===== src/rtl/jump_target_encoder.sv =====
`timescale 1ns/1ps
// Two-stage valid/ready encoder from a byte-address control-flow destination to the
// MIPS J-type instr_index or I-type branch offset, with misalignment/range flags.
module jump_target_encoder (
   input  logic        clk,
   input  logic        reset,
   input  logic        in_valid,
   output logic        in_ready,
   input  logic        in_mode,
   input  logic [31:0] in_pc,
   input  logic [31:0] in_target,
   output logic        out_valid,
   input  logic        out_ready,
   output logic [25:0] out_field,
   output logic        out_misaligned,
   output logic        out_out_of_range,
   output logic [7:0]  err_count
);

   function automatic logic [7:0] sat_inc(input logic [7:0] v);
      return (v == 8'hFF) ? v : v + 8'd1;
   endfunction

   // dq is diff >>> 2, so dq[29:15] are diff[31:17]; they must be a pure sign extension.
   function automatic logic branch_oor(input logic signed [29:0] dq);
      return !((dq[29:15] == 15'h0000) || (dq[29:15] == 15'h7FFF));
   endfunction

   logic               s1_free;
   logic               s2_free;
   logic [29:0]        pc4w_p0;
   logic               borrow_p0;
   logic signed [29:0] dq_p0;

   logic               vld_p1;
   logic               mode_p1;
   logic               mis_p1;
   logic [3:0]         pc4_hi_p1;
   logic [3:0]         tgt_hi_p1;
   logic [25:0]        tgt_idx_p1;
   logic signed [29:0] dq_p1;
   logic [25:0]        field_p1;
   logic               oor_p1;

   assign s2_free  = !out_valid || out_ready;
   assign s1_free  = !vld_p1 || s2_free;
   assign in_ready = s1_free;

   // Word-granular pc+4 and (target - pc4) >>> 2; the borrow carries the byte offsets.
   assign pc4w_p0   = in_pc[31:2] + 30'd1;
   assign borrow_p0 = (in_target[1:0] < in_pc[1:0]);
   assign dq_p0     = signed'(in_target[31:2] - pc4w_p0 - {29'd0, borrow_p0});

   // ---- S1: request register ----
   always_ff @(posedge clk) begin
      if (reset) begin
         vld_p1 <= 1'b0;
      end else if (s1_free) begin
         vld_p1 <= in_valid;
      end
   end

   always_ff @(posedge clk) begin
      if (in_valid && s1_free) begin
         mode_p1    <= in_mode;
         mis_p1     <= |{in_pc[1:0], in_target[1:0]};
         pc4_hi_p1  <= pc4w_p0[29:26];
         tgt_hi_p1  <= in_target[31:28];
         tgt_idx_p1 <= in_target[27:2];
         dq_p1      <= dq_p0;
      end
   end

   always_comb begin
      field_p1 = tgt_idx_p1;
      oor_p1   = (tgt_hi_p1 != pc4_hi_p1);
      if (mode_p1) begin
         field_p1 = {10'd0, dq_p1[15:0]};
         oor_p1   = branch_oor(dq_p1);
      end
   end

   // ---- S2: output register ----
   always_ff @(posedge clk) begin
      if (reset) begin
         out_valid        <= 1'b0;
         out_field        <= 26'd0;
         out_misaligned   <= 1'b0;
         out_out_of_range <= 1'b0;
      end else if (s2_free) begin
         out_valid <= vld_p1;
         if (vld_p1) begin
            out_field        <= field_p1;
            out_misaligned   <= mis_p1;
            out_out_of_range <= oor_p1;
         end
      end
   end

   always_ff @(posedge clk) begin
      if (reset) begin
         err_count <= 8'd0;
      end else if (out_valid && out_ready && (out_misaligned || out_out_of_range)) begin
         err_count <= sat_inc(err_count);
      end
   end

endmodule


===== config.mk =====
export PLATFORM = sky130hd
export DESIGN_NAME = jump_target_encoder
export DESIGN_NICKNAME = d
export VERILOG_FILES = /design/src/rtl/jump_target_encoder.sv
export SDC_FILE = /design/constraint.sdc
export NUM_CORES = 1
export LEC_CHECK = 0
export CORE_MARGIN = 2
export CORE_UTILIZATION = 45
export DETAILED_ROUTE_END_ITERATION = 8
export GPL_TIMING_DRIVEN = 0
export PLACE_DENSITY = 0.7
export SYNTH_ARGS = -nofsm -noshare
export SYNTH_HDL_FRONTEND = slang
export SYNTH_SLANG_ARGS = --single-unit

===== constraint.sdc =====
create_clock -name clk -period 5.1 [get_ports clk]
set_input_delay 0.765 -clock clk [delete_from_list [all_inputs] [get_ports clk]]
set_output_delay 0.765 -clock clk [all_outputs]
set_load 0.01 [all_outputs]

==> flow_summary.json, run 1 <==
{
  "grt_usage": 0.207,
  "power_density_nw_per_um2": 292,
  "max_cap_violations": 0,
  "ys_seq_area_frac": 0.412,
  "r2r_end": "out_field[7]",
  "synth_compound_area_frac": 0.130,
  "worst_slew_pin_slew_ns": 0.872,
  "synthArstFlopShare": 0,
  "gp_congestion": 0.892,
  "cts_buffers": 9,
  "pin_count": 107,
  "met2_length_mm": 7.35,
  "cp_max_fo": 7,
  "synth.avg_cell_area_um2": 9.55,
  "htree_levels": 3,
  "coreArea_um2": 14500,
  "fin_area_um2": 8250,
  "ff2ff_path_depth": 4,
  "finalMaxSlewViolations": 0,
  "cp_cell_sequence": "clkdlybuf4s50_1 > nand4_2 > nor4_4 > and2_4 > nand4_1 > xnor2_1 > ha_1 > inv_1 > ha_1 > nand4_2 > nor4_2 > and3_1 > a211oi_1 > mux2_2 > or4_1",
  "fin_crit_sh": 0.956,
  "irDropWorstVdd_mv": 0.191,
  "setup_slack_ns": 0.225,
  "outcome": "complete, no violations",
  "hold_viol": 0,
  "start_util": 0.460,
  "synth_fa_ha_area_frac": 0.119,
  "slowest_delay_ns": 0.58,
  "cp-startpoint": "in_pc[8]",
  "critPathCaptureType": "flip-flop",
  "synthSimpleGateAreaFrac": 0.154,
  "cts-resized-gates": 0,
  "dr_total_vias": 5404,
  "die_h_um": 126,
  "place_ws_ns": -0.148,
  "cts_setup_buffers": 0,
  "holdBufCountCts": 0,
  "synth_top_family_by_area": "simple AND/OR/NAND/NOR gates",
  "synthXorXnorAreaFrac": 0.0916,
  "drtPass1Iterations": 5,
  "top_layer_used": "met4",
  "hold_class": "reg -> reg",
  "clkSinkCount": 104,
  "synth_mux_area_frac": 0.0273,
  "arrival_ns": 4.96,
  "antenna_found_initial": 0,
  "path_buf_inv": 2,
  "required_ns": 5.19,
  "cp_top_family": "simple AND/OR/NAND/NOR gates",
  "grt-ovfl-total": 0,
  "drt.antenna.violating_nets": 0,
  "finalCriticalPeriod_ns": 4.87,
  "ys_warn_count": 0,
  "finalSetupViolCount": 0,
  "mostFrequentLayoutCell": "clkdlybuf4s50_1",
  "synth_ff_type": "edfxtp_1",
  "drive_above_1_share": 0.0489,
  "leakage_nw": 3.30,
  "drcViolationCount": 0,
  "clock_latency_ns": 0.35,
  "wl_per_cell_um": 16.0,
  "grt_pass1_wl_mm": 26.2,
  "holdWs_ns": 0.449,
  "grt_max_degree": 67,
  "slowest_stage": "clkdlybuf4s50_1",
  "met3_length_um": 882,
  "wirelength_mm": 16.0,
  "rows": 44,
  "met1Wirelength_mm": 7.45,
  "clk_pin_slew_worst_paths_ns": 0.07,
  "dpl.hpwl_mm": 12.8,
  "final_cell_mix": "105 x clkdlybuf4s50_1, 94 x inv_1, 66 x edfxtp_1, 60 x ha_1, 54 x nor2_1",
  "crit_type": "in -> reg",
  "rsz0062_at_grt": "no",
  "crit_end": "dq_p1[26]",
  "r2r_slack_ns": 2.86,
  "clock_tree.buffer_depth": 2,
  "slew_headroom": 0.419,
  "die_w_um": 126,
  "place_area_um2": 7940,
  "clockRootBuffer": "clkbuf_16",
  "fmax_ghz": 0.205,
  "die_area_um2": 15800,
  "syn_nets": 828,
  "start_kind": "input pin",
  "path_depth": 15,
  "synth-seq-cells": 104,
  "yosysUniqueCellTypes": 63,
  "cts_tree": "done",
  "final_nets": 944,
  "drt_iter0_drc": 440,
  "portBuffers": 105,
  "diodes": 0,
  "vias_per_cell": 5.39,
  "synth_edf_count": 66,
  "worstReg2RegStart": "mode_p1",
  "syn_area_um2": 6660,
  "skew_ns": 0.00478,
  "syn2layout_area_growth_pct": 24.0,
  "grt_pass1_vias": 5350,
  "syn_inst": 697
}
-- final cells by class --
class                      instances  area [µm²]
clock inverter                     3        22.5
fill                            1267        6220
buffer                            20        85.1
clock buffer                      13         285
timing repair buffer             105        1050
sequential                       104        2740
inverter                          95         357
tap                              184         230
multi-input combinational        478        3480
-- worst min-delay path: cells and delay by family (launching register included) --
family           cells  cell delay (ns)
AND/OR/NAND/NOR      1             0.05
AO/OA/AOI/OAI        1             0.05
flip-flops           1             0.31
-- per-layer routing --
layer  up-vias  GRT usage
li1       2693          -
met1      2520      0.283
met2       168      0.336
met3        23     0.0310
met4         0     0.0771
met5         -          0
-- flip-flops by register name (all words and copies together), names as in the netlist, 4 cells and up --
name	cells
tgt_idx_p1	26
tgt_hi_p1	4
err_count	8
out_field	26
dq_p1	30
pc4_hi_p1	4
-- worst min path at each step --
stage | start | slack, ns | cells past startpoint | endpoint
2_1_floorplan | mis_p1 | 0.47 | 2 | out_misaligned
3_5_place_dp | out_field[22] | 0.45 | 2 | out_field[22]
5_1_grt | out_field[16] | 0.48 | 2 | out_field[16]
6_report | out_field[24] | 0.45 | 2 | out_field[24]
4_1_cts | out_field[24] | 0.46 | 2 | out_field[24]
3_3_place_gp | out_field[20] | 0.44 | 2 | out_field[20]
-- power breakdown --
| part | switching [mW] | internal (mW) | leakage (nW) | total, mW |
|---|---|---|---|---|
| clock | 0.306 | 0.394 | 0.154 | 0.701 |
| combinational | 0.375 | 0.294 | 2.19 | 0.669 |
| sequential | 0.0344 | 1.01 | 0.954 | 1.04 |
-- stage by stage --
step | std cells | total power, mW | util | TNS (ns)
after global placement | 986 | 1.70 | 0.548 | -0.200
after CTS | 1002 | 2.42 | 0.570 | 0
after detailed placement | 986 | 1.72 | 0.548 | -0.382
after global routing | 1002 | 2.54 | 0.570 | 0
after floorplan | 697 | 1.50 | - | 0
final | 1002 | 2.41 | 0.570 | 0
-- synthesized netlist by cell type (8+ instances only) --
| cell type | instances | area share |
|---|---|---|
| nor2_1 | 55 | 0.031 |
| xnor2_1 | 45 | 0.059 |
| nand4_1 | 15 | 0.014 |
| nor3_1 | 8 | 0.0060 |
| ha_1 | 60 | 0.11 |
| nand3_1 | 15 | 0.011 |
| a211oi_1 | 24 | 0.027 |
| edfxtp_1 | 66 | 0.30 |
| o21ai_0 | 12 | 0.0090 |
| nand2_1 | 50 | 0.028 |
| a21oi_1 | 44 | 0.033 |
| clkbuf_1 | 15 | 0.0085 |
| dfxtp_1 | 38 | 0.11 |
| xor2_1 | 22 | 0.029 |
| mux2i_1 | 17 | 0.026 |
| nand3b_1 | 12 | 0.014 |
| o21ai_1 | 10 | 0.0075 |
| inv_1 | 94 | 0.053 |
-- logic make-up (layout without fill, tap and decap cells) --
kind of cell / count (synthesis) / count (layout)
mux: 18 / 18
buf+inv: 115 / 236
fa+ha+maj: 62 / 62
compound gates: 134 / 134
simple gates: 196 / 196
xor+xnor: 68 / 68
flops: 104 / 104
(Power assumes the default switching activity.)
==> run 2: changes to the inputs <==
--- a/config.mk
+++ b/config.mk
@@ -9,6 +9,7 @@
 export CORE_UTILIZATION = 45
 export DETAILED_ROUTE_END_ITERATION = 8
 export GPL_TIMING_DRIVEN = 0
+export HOLD_SLACK_MARGIN = 0.02
 export PLACE_DENSITY = 0.7
 export SYNTH_ARGS = -nofsm -noshare
 export SYNTH_HDL_FRONTEND = slang
==> results of run 2 <==
Final layout, timing and power as in run 1 (identical DEF).
==> run 3: changes to the inputs <==
--- a/config.mk
+++ b/config.mk
@@ -5,6 +5,7 @@
 export SDC_FILE = /design/constraint.sdc
 export NUM_CORES = 1
 export LEC_CHECK = 0
+export CAP_MARGIN = 20
 export CORE_MARGIN = 2
 export CORE_UTILIZATION = 45
 export DETAILED_ROUTE_END_ITERATION = 8
@@ -14,3 +15,4 @@
 export SYNTH_ARGS = -nofsm -noshare
 export SYNTH_HDL_FRONTEND = slang
 export SYNTH_SLANG_ARGS = --single-unit
+export TNS_END_PERCENT = 50
==> results of run 3 <==
Final layout, timing and power as in run 1 (identical DEF).
